[config.mk]
export PLATFORM = sky130hd
export DESIGN_NAME = ct_ciu_ebiuif_mc
export DESIGN_NICKNAME = d
export VERILOG_FILES = /design/src/rtl/ct_ciu_ebiuif_mc.sv
export SDC_FILE = /design/constraint.sdc
export NUM_CORES = 1
export LEC_CHECK = 0
export ABC_AREA = 1
export BUFFER_PORTS_ARGS = -buffer_cell sky130_fd_sc_hd__buf_4
export CAP_MARGIN = 25
export CORE_AREA = 10 10 241 243
export DETAILED_ROUTE_END_ITERATION = 16
export DIE_AREA = 0 0 251 253
export GPL_ROUTABILITY_DRIVEN = 0
export PLACE_DENSITY = 0.41
export SYNTH_ARGS = -nofsm -noshare
export SYNTH_HDL_FRONTEND = slang
export SYNTH_SLANG_ARGS = --single-unit
[constraint.sdc]
create_clock -name forever_cpuclk -period 3.1 [get_ports forever_cpuclk]
set_input_delay 0 -clock forever_cpuclk [delete_from_list [all_inputs] [get_ports forever_cpuclk]]
set_output_delay 0 -clock forever_cpuclk [all_outputs]
set_load 0.02 [all_outputs]
[src/rtl/ct_ciu_ebiuif_mc.sv]
// ct_ciu_ebiuif_mc: multi-channel EBIU interface for SNOOP_NUM snoop buffers and the ctcq.
//
// Ports:
//   forever_cpuclk / cpurst        clock, synchronous active-high reset
//   snbx_ebiuif_ar* / ebiuif_snbx_ar_grant / vb_*   per-snb AR requests, round-robin arbitrated
//   ebiuif_ebiu_ar* / ebiu_ebiuif_ar_grant            registered AR stage towards ebiu
//   ebiu_ebiuif_r* / ebiuif_snbx_rvalid / ebiuif_xx_r* / ebiuif_ebiu_r_grant
//                                  R beats routed to snb by rid[CH_W-1:0]
//   ebiu_ebiuif_ac* / ebiuif_{snbx,ctcq}_acvalid / ebiuif_xx_ac* / *_ac_grant
//                                  AC snoops routed by line address, or to ctcq for DVM
//   {snbx,ctcq}_ebiuif_cr* / ebiuif_{snbx,ctcq}_cr_grant / ebiuif_ebiu_cr* / ebiu_ebiuif_cr_grant
//                                  CR responses returned in AC-acceptance order
module ct_ciu_ebiuif_mc #(
  parameter int unsigned SNOOP_NUM = 2,
  parameter int unsigned ARWIDTH   = 69,
  parameter int unsigned PA_WIDTH  = 40,
  parameter int unsigned CR_DEPTH  = 4
) (
  input  logic                         forever_cpuclk,
  input  logic                         cpurst,
  // AR
  input  logic [SNOOP_NUM-1:0]         snbx_ebiuif_arvalid,
  input  logic [SNOOP_NUM*ARWIDTH-1:0] snbx_ebiuif_arbus,
  output logic [SNOOP_NUM-1:0]         ebiuif_snbx_ar_grant,
  input  logic                         vb_ebiuif_addr_depd,
  output logic [7:0]                   ebiuif_vb_index,
  output logic                         ebiuif_ebiu_arvalid,
  output logic [ARWIDTH-1:0]           ebiuif_ebiu_arbus,
  input  logic                         ebiu_ebiuif_ar_grant,
  // R
  input  logic                         ebiu_ebiuif_rvalid,
  input  logic [5:0]                   ebiu_ebiuif_rid,
  input  logic [127:0]                 ebiu_ebiuif_rdata,
  input  logic [3:0]                   ebiu_ebiuif_rresp,
  input  logic                         ebiu_ebiuif_rlast,
  output logic [SNOOP_NUM-1:0]         ebiuif_snbx_rvalid,
  output logic [127:0]                 ebiuif_xx_rdata,
  output logic [3:0]                   ebiuif_xx_rresp,
  output logic                         ebiuif_xx_rlast,
  output logic                         ebiuif_ebiu_r_grant,
  // AC
  input  logic                         ebiu_ebiuif_acvalid,
  input  logic [PA_WIDTH-1:0]          ebiu_ebiuif_acaddr,
  input  logic [3:0]                   ebiu_ebiuif_acsnoop,
  input  logic [4:0]                   ebiu_ebiuif_acid,
  input  logic [2:0]                   ebiu_ebiuif_acprot,
  output logic [SNOOP_NUM-1:0]         ebiuif_snbx_acvalid,
  output logic                         ebiuif_ctcq_acvalid,
  output logic [PA_WIDTH-1:0]          ebiuif_xx_acaddr,
  output logic [3:0]                   ebiuif_xx_acsnoop,
  output logic [4:0]                   ebiuif_xx_acid,
  output logic [2:0]                   ebiuif_xx_acprot,
  input  logic [SNOOP_NUM-1:0]         snbx_ebiuif_ac_grant,
  input  logic                         ctcq_ebiuif_ac_grant,
  output logic                         ebiuif_ebiu_ac_grant,
  // CR
  input  logic [SNOOP_NUM-1:0]         snbx_ebiuif_crvalid,
  input  logic [SNOOP_NUM*5-1:0]       snbx_ebiuif_crresp,
  input  logic                         ctcq_ebiuif_crvalid,
  input  logic [4:0]                   ctcq_ebiuif_crresp,
  output logic [SNOOP_NUM-1:0]         ebiuif_snbx_cr_grant,
  output logic                         ebiuif_ctcq_cr_grant,
  output logic                         ebiuif_ebiu_crvalid,
  output logic [4:0]                   ebiuif_ebiu_crresp,
  input  logic                         ebiu_ebiuif_cr_grant
);

  localparam int unsigned CH_W = $clog2(SNOOP_NUM);
  localparam int unsigned TW   = $clog2(SNOOP_NUM + 1);  // target code incl. ctcq
  localparam int unsigned PW   = $clog2(CR_DEPTH);
  localparam logic [SNOOP_NUM-1:0] OneLsb = SNOOP_NUM'(1);

  // State
  logic                rst_q;  // reset seen at the previous edge
  logic                ar_vld_q;
  logic [ARWIDTH-1:0]  ar_bus_q;
  logic [CH_W-1:0]     rr_ptr_q;
  logic [TW-1:0]       fifo_q [CR_DEPTH];
  logic [PW-1:0]       rd_ptr_q, wr_ptr_q;
  logic [PW:0]         cnt_q;

  // Outputs stay quiet in reset and on the cycle right after it.
  logic blk;
  assign blk = cpurst | rst_q;

  // ---------------------------------------------------------------------------
  // AR round-robin arbiter and registered stage
  // ---------------------------------------------------------------------------
  logic               cand_vld;
  logic [CH_W-1:0]    win_idx;
  logic [ARWIDTH-1:0] cand_bus;
  logic               ar_load;

  always_comb begin
    cand_vld = 1'b0;
    win_idx  = '0;
    // Scan downwards so the channel closest to the pointer is assigned last and wins.
    for (int k = int'(SNOOP_NUM) - 1; k >= 0; k--) begin
      if (snbx_ebiuif_arvalid[rr_ptr_q + CH_W'(k)]) begin
        cand_vld = 1'b1;
        win_idx  = rr_ptr_q + CH_W'(k);
      end
    end
  end

  assign cand_bus        = cand_vld ? snbx_ebiuif_arbus[win_idx*ARWIDTH +: ARWIDTH] : '0;
  assign ebiuif_vb_index = cand_bus[13:6];

  // A grant from ebiu frees the register in the same cycle, giving bubble-free issue.
  assign ar_load = cand_vld & ~vb_ebiuif_addr_depd & (~ar_vld_q | ebiu_ebiuif_ar_grant) & ~blk;

  assign ebiuif_snbx_ar_grant = ar_load ? (OneLsb << win_idx) : '0;
  assign ebiuif_ebiu_arvalid  = ar_vld_q & ~blk;
  assign ebiuif_ebiu_arbus    = ar_bus_q;

  // ---------------------------------------------------------------------------
  // R routing
  // ---------------------------------------------------------------------------
  logic r_ok;
  assign r_ok = ebiu_ebiuif_rvalid & ~blk;

  always_comb begin
    ebiuif_snbx_rvalid = '0;
    for (int i = 0; i < int'(SNOOP_NUM); i++) begin
      ebiuif_snbx_rvalid[i] = r_ok & (ebiu_ebiuif_rid[CH_W-1:0] == CH_W'(i));
    end
  end

  assign ebiuif_ebiu_r_grant = r_ok;
  assign ebiuif_xx_rdata     = ebiu_ebiuif_rdata;
  assign ebiuif_xx_rresp     = ebiu_ebiuif_rresp;
  assign ebiuif_xx_rlast     = ebiu_ebiuif_rlast;

  // ---------------------------------------------------------------------------
  // AC demux
  // ---------------------------------------------------------------------------
  logic            ac_dvm;
  logic [CH_W-1:0] ac_ch;
  logic [TW-1:0]   ac_tgt;
  logic            fifo_full, fifo_empty;
  logic            ac_ok;
  logic            push, pop;

  assign ac_dvm     = (ebiu_ebiuif_acsnoop[3:1] == 3'b111);
  assign ac_ch      = ebiu_ebiuif_acaddr[6 +: CH_W];
  assign ac_tgt     = ac_dvm ? TW'(SNOOP_NUM) : TW'(ac_ch);
  // Full comes from the registered count; a same-cycle pop does not unblock AC.
  assign fifo_full  = (cnt_q == (PW+1)'(CR_DEPTH));
  assign fifo_empty = (cnt_q == '0);
  assign ac_ok      = ebiu_ebiuif_acvalid & ~fifo_full & ~blk;

  assign ebiuif_snbx_acvalid  = (ac_ok & ~ac_dvm) ? (OneLsb << ac_ch) : '0;
  assign ebiuif_ctcq_acvalid  = ac_ok & ac_dvm;
  assign ebiuif_ebiu_ac_grant = ac_ok & (ac_dvm ? ctcq_ebiuif_ac_grant
                                                : snbx_ebiuif_ac_grant[ac_ch]);
  assign push                 = ebiuif_ebiu_ac_grant;

  assign ebiuif_xx_acaddr  = ebiu_ebiuif_acaddr;
  assign ebiuif_xx_acsnoop = ebiu_ebiuif_acsnoop;
  assign ebiuif_xx_acid    = ebiu_ebiuif_acid;
  assign ebiuif_xx_acprot  = ebiu_ebiuif_acprot;

  // ---------------------------------------------------------------------------
  // CR ordering: the FIFO head picks the only source allowed to respond.
  // ---------------------------------------------------------------------------
  logic [TW-1:0]   head;
  logic [CH_W-1:0] head_ch;

  assign head    = fifo_q[rd_ptr_q];
  assign head_ch = head[CH_W-1:0];

  always_comb begin
    ebiuif_ebiu_crvalid  = 1'b0;
    ebiuif_ebiu_crresp   = 5'd0;
    ebiuif_snbx_cr_grant = '0;
    ebiuif_ctcq_cr_grant = 1'b0;
    if (~fifo_empty & ~blk) begin
      if (head == TW'(SNOOP_NUM)) begin
        ebiuif_ebiu_crvalid  = ctcq_ebiuif_crvalid;
        ebiuif_ebiu_crresp   = ctcq_ebiuif_crresp;
        ebiuif_ctcq_cr_grant = ebiu_ebiuif_cr_grant;
      end else begin
        ebiuif_ebiu_crvalid           = snbx_ebiuif_crvalid[head_ch];
        ebiuif_ebiu_crresp            = snbx_ebiuif_crresp[head_ch*5 +: 5];
        ebiuif_snbx_cr_grant[head_ch] = ebiu_ebiuif_cr_grant;
      end
    end
  end

  assign pop = ebiu_ebiuif_cr_grant & ebiuif_ebiu_crvalid;

  // ---------------------------------------------------------------------------
  // Sequential state
  // ---------------------------------------------------------------------------
  always_ff @(posedge forever_cpuclk) begin
    if (cpurst) begin
      rst_q    <= 1'b1;
      ar_vld_q <= 1'b0;
      ar_bus_q <= '0;
      rr_ptr_q <= '0;
      rd_ptr_q <= '0;
      wr_ptr_q <= '0;
      cnt_q    <= '0;
    end else begin
      rst_q <= 1'b0;
      if (ar_load) begin
        ar_vld_q <= 1'b1;
        ar_bus_q <= cand_bus;
        rr_ptr_q <= win_idx + CH_W'(1);
      end else if (ebiu_ebiuif_ar_grant) begin
        ar_vld_q <= 1'b0;
      end
      if (push) wr_ptr_q <= wr_ptr_q + PW'(1);
      if (pop)  rd_ptr_q <= rd_ptr_q + PW'(1);
      cnt_q <= cnt_q + (PW+1)'(push) - (PW+1)'(pop);
    end
  end

  // Order FIFO storage needs no reset; occupancy is tracked by cnt_q.
  always_ff @(posedge forever_cpuclk) begin
    if (push & ~cpurst) fifo_q[wr_ptr_q] <= ac_tgt;
  end

endmodule

Yosys cells after proc, flatten, opt, wreduce, memory -nomap -nowiden
Memory sizes are Yosys's and may differ from the RTL's. A register that Yosys moved wholly into a read port is not among the register bits.
Index checks and enable logic that the tools add are counted.
{"block": "word_totals", "memories": 1, "input_bits": 359, "word_cells": 91, "ram_bits": 8, "reg_bits": 79}
{"name": "fifo_q", "depth": 4, "word_bits": 2, "rd": 1, "rd_ports_with_merged_regs": 1, "wr": 1, "line_no": "78", "text": "logic [TW-1:0] fifo_q [CR_DEPTH];"}
{"block": "classes", "n_shift": 4, "addsub": 6, "reduce_logical": 3, "order_cmp": 5, "mux": 34, "bitwise_logic": 26, "multipliers": 2, "eq_ne": 3}
{"operator": "$shiftx 138x9->69", "n": 1}
{"operator": "$mux 69", "n": 1}
{"operator": "$mux 1", "n": 23}
{"operator": "$and 1x1->1", "n": 15}
{"operator": "$mux 2", "n": 7}
{"operator": "$mux 5", "n": 2}
{"operator": "$shiftx 10x5->5", "n": 1}
{"operator": "$lt 1x2->1 const B", "n": 4}
{"operator": "$mul 1x7->8 const B", "n": 1}
{"operator": "$not 1->1", "n": 8}
{"operator": "$eq 3x3->1 const B", "n": 2}
{"operator": "$add 2x1->2 const B", "n": 2}
{"operator": "$mul 1x3->4 const B", "n": 1}
{"operator": "$shl 1x1->2 const A", "n": 2}
{"operator": "$add 3x1->3", "n": 1}
{"operator": "$logic_not 3->1", "n": 1}
{"operator": "$sub 3x1->3", "n": 1}
{"operator": "$add 1x1->1 const B", "n": 2}
{"operator": "$and 2x2->2", "n": 1}
{"operator": "$eq 2x2->1 const B", "n": 1}
{"operator": "$or 1x1->1", "n": 2}
{"operator": "$reduce_bool 2->1", "n": 1}
{"operator": "$demux 1 s1", "n": 1}
{"operator": "$ge 1x1->1 const B", "n": 1}
{"operator": "$logic_and 1x1->1", "n": 1}

Longest topological paths before layout
{"block": "depth", "depth_word": 9, "depth_mapped": 15}

Worst setup path after synthesis
No wires, ideal clock.
{"block": "synth_timing", "kind": "register to register", "startpoint": "register with a tool-made name", "endpoint": "register cnt_q[2]", "slack_ps": 641, "stages_incl_launch_ff": 15, "setup_ps": 70, "n_path_buf": 0, "t_required_ps": 3030, "t_arrival_ps": 2388, "cell_sequence": "dfxtp_1 inv_1 nand2_1 nand3_1 nand2_1 nand2_1 nand3_1 nand3_1 inv_1 ha_1 inv_1 ha_1 fa_1 or2_2 a21oi_1"}
{"item": "to (signal assigned)", "line_no": "215", "text": "cnt_q <= cnt_q + (PW+1)'(push) - (PW+1)'(pop);"}
{"item": "to (decl)", "line_no": "80", "text": "logic [PW:0] cnt_q;"}

==> results.yml <==
global_route:
  grt_pass1_vias: 6189
  grt_max_degree: 79
  antenna_found_initial: 0
  grt_use_total: 0.0804
  grt_overflow: 0
  grt_pass1_wl_um: 38300
critical_path:
  worstPathRequired_ns: 3.41
  cp-start-kind: "flip-flop"
  arrival_ns: 3.04
  cp_max_fo: 10
  regToRegSetupSlack_ns: 0.37
  crit_path_end_kind: "flip-flop"
  worstSetupPathType: "reg2reg"
drt:
  antenna_left: 0
  wl_um: 26300
  vias: 5811
  drtIter0Drc: 187
  first_pass_iters: 4
  drt-vias-per-instance: 3.33
  post_drt_wl_per_cell_um: 15.0
  drcViolationCount: 0
floorplanning:
  core_mm2: 0.0533
  die_h_um: 253
  die_w_um: 251
  ios: 640
  rows: 85
  die-area_mm2: 0.0635
  start_util: 0.110
final_layout:
  syn2layout_area_growth_pct: 46.8
  nets: 1411
  fillers: 6086
  final_cells: 1747
  drive_above_1_share: 0.287
clock_tree:
  clock_latency_ns: 0.38
  clkTransAtPathRegs_ns: 0.07
  htree_levels: 3
  clk_path_buf_depth: 2
  cts_tree: "yes"
  clkSinkCount: 89
  post_cts_buffers: 0
  cts_root_buf: "clkbuf_16"
  cts_made_buffers: 9
placed_design:
  dp_slack_ns: 0.375
  io_buffer_count: 272
  placed_cells: 1624
  detailed_place_hpwl_um: 20600
sta:
  drv_slew: 0
  hold_ws_ns: 0.00000774
  fin_crit_ns: 2.73
  hold_viol: 0
  setup_tns_ns: 0
  grt_setup_unrepaired: "no"
  layout_worst_path_cycle_share: 0.881
  worst_slack_ns: 0.370
  worst_pin_slew_ns: 0.879
  finalSetupViolations: 0
  slew_headroom: 0.414
  fin_worst_skew_ns: 0.0162
  fmax_mhz: 366
yosys:
  syn_nets: 1245
  synth.largest_area_cell: "dfxtp_1"
  netlist_top_cells_area: "dfxtp_1, buf_4, nand2_1"
  synth_warnings: 0
  yosysTopAreaCellShare: 0.278
  syn_inst: 879
  ys_types: 22
  seq_area_frac_synth: 0.319
  syn_area_per_cell_um2: 6.64
  ys_seq_elements: 89
  syn_area_mm2: 0.00584
power_and_ir_drop:
  power_density_mw_per_mm2: 362
  p_seq_frac: 0.389
  comb_power_share: 0.224
  ir_worst_vdd_mv: 0.257
  p_clk_frac: 0.386
  p_int_mw: 2.20
  switchingPower_mw: 0.897
  p_leak_nw: 3.87
  swShare: 0.289
hold_path:
  hold_path_class: "in2out"
flow_run:
  cap_violations: 0
run_status:
  status: "complete, no violations"
-- kinds of logic (layout without fill, tap and decap cells) --
| group | count (synthesis) | after routing | share of synthesized area |
|---|---|---|---|
| other | 0 | 1 | 0 |
| DFF | 89 | 89 | 0.319 |
| adders and majority gates | 7 | 7 | 0.0163 |
| buffers and inverters | 270 | 441 | 0.305 |
| AOI/OAI and AO/OA | 103 | 103 | 0.0883 |
| xor gates and xnor gates | 1 | 1 | 0.00150 |
| and+or+nand+nor | 409 | 409 | 0.270 |
-- flip-flops by register name, summed over array words and instances (netlist names), named ones only --
signal	flops
ar_vld_q	1
cnt_q	3
ebiuif_ebiu_arbus	69
fifo_q	8
rd_ptr_q	2
rr_ptr_q	1
rst_q	1
wr_ptr_q	2
-- power by group through the flow --
stage	clock [mW]	combinational (mW)	sequential [mW]
floorplan	0	0.578	1.26
global placement	0	0.572	1.23
detailed placement	0	0.575	1.23
CTS	1.29	0.711	1.21
global route	1.32	0.772	1.21
finish	1.20	0.696	1.21
-- final cells by class --
class	instances	area [um2]	area share
timing repair buffer	385	3180	0.371
clock inverter	6	76.3	0.00890
inverter	40	150	0.0175
multi-input combinational	520	2200	0.257
clock buffer	10	229	0.0267
antenna	1	2.50	0.000292
tap	696	871	0.102
sequential	89	1860	0.217
-- cells in the final DEF, fill, tap and decap left out --
master / synthesis / final
nand2_1: 365 / 365
buf_4: 200 / 277
dlygate4sd3_1: 0 / 106
dfxtp_1: 81 / 81
a21oi_1: 79 / 79
inv_1: 37 / 37
o21ai_0: 24 / 24
nor2_1: 21 / 21
nand3_1: 12 / 12
clkbuf_16: 0 / 9
edfxtp_1: 8 / 8
ha_1: 6 / 6
nor3_1: 4 / 4
inv_2: 3 / 3
nor2_4: 1 / 2
inv_6: 0 / 2
buf_12: 0 / 2
diode_2: 0 / 1
nor2_2: 2 / 1
or3_1: 1 / 1
and3_1: 1 / 1
nand4_1: 1 / 1
xor2_1: 1 / 1
or2_2: 1 / 1
fa_1: 1 / 1
bufinv_16: 0 / 1
clkbuf_1: 18 / 1
clkinvlp_4: 0 / 1
clkinv_2: 0 / 1
clkinv_8: 0 / 1
-- worst paths after layout --
check,cells after the start,start,to
min,0,ebiu_ebiuif_rdata[20],ebiuif_xx_rdata[20]
min reg2reg,2,ebiuif_ebiu_arbus[31],ebiuif_ebiu_arbus[31]
max,14,flip-flop,cnt_q[2]
max reg2reg,14,flip-flop,cnt_q[2]
-- metal layers --
metal	vias up	part of all wire	track usage
li1	2849	-	-
met1	2517	0.35	0.0743
met2	335	0.46	0.129
met3	108	0.13	0.0478
met4	2	0.065	0.0594
met5	-	0.0014	0.00633
-- synthesized netlist by cell type --
cell and count:
a21oi_1 79, and3_1 1, buf_2 12, buf_4 200, clkbuf_1 18, dfxtp_1 81
edfxtp_1 8, fa_1 1, ha_1 6, inv_1 37, inv_2 3, nand2_1 365
nand3_1 12, nand4_1 1, nor2_1 21, nor2_2 2, nor2_4 1, nor3_1 4
o21ai_0 24, or2_2 1, or3_1 1, xor2_1 1
-- repair_timing --
action	4_1_cts	5_1_grt
endpoints found under the hold margin	56	0
hold buffers	106	0
gates resized for setup	0	0
endpoints found under the setup margin	0	0
-- through the flow --
step / power [mW] / cell area [um2] / util
finish: 3.10 / 8570 / 0.161
CTS: 3.21 / 8570 / 0.161
detailed placement: 1.81 / 7200 / 0.135
global route: 3.31 / 8570 / 0.161
global placement: 1.81 / 7200 / 0.135
floorplan: 1.84 / 5840 / -
-- critical path, stage by stage, from the launching register on --
cell and delay (ns):
dfxtp_1 0.35, inv_1 0.12, nand2_1 0.06, nand3_1 0.09, nand2_1 0.18, nand2_1 0.23, nand3_1 0.17, nand3_1 0.16
inv_1 0.06, ha_1 0.26, inv_1 0.04, ha_1 0.18, fa_1 0.37, or2_2 0.30, a21oi_1 0.11
No activity file was read; power rests on OpenSTA's default activity.
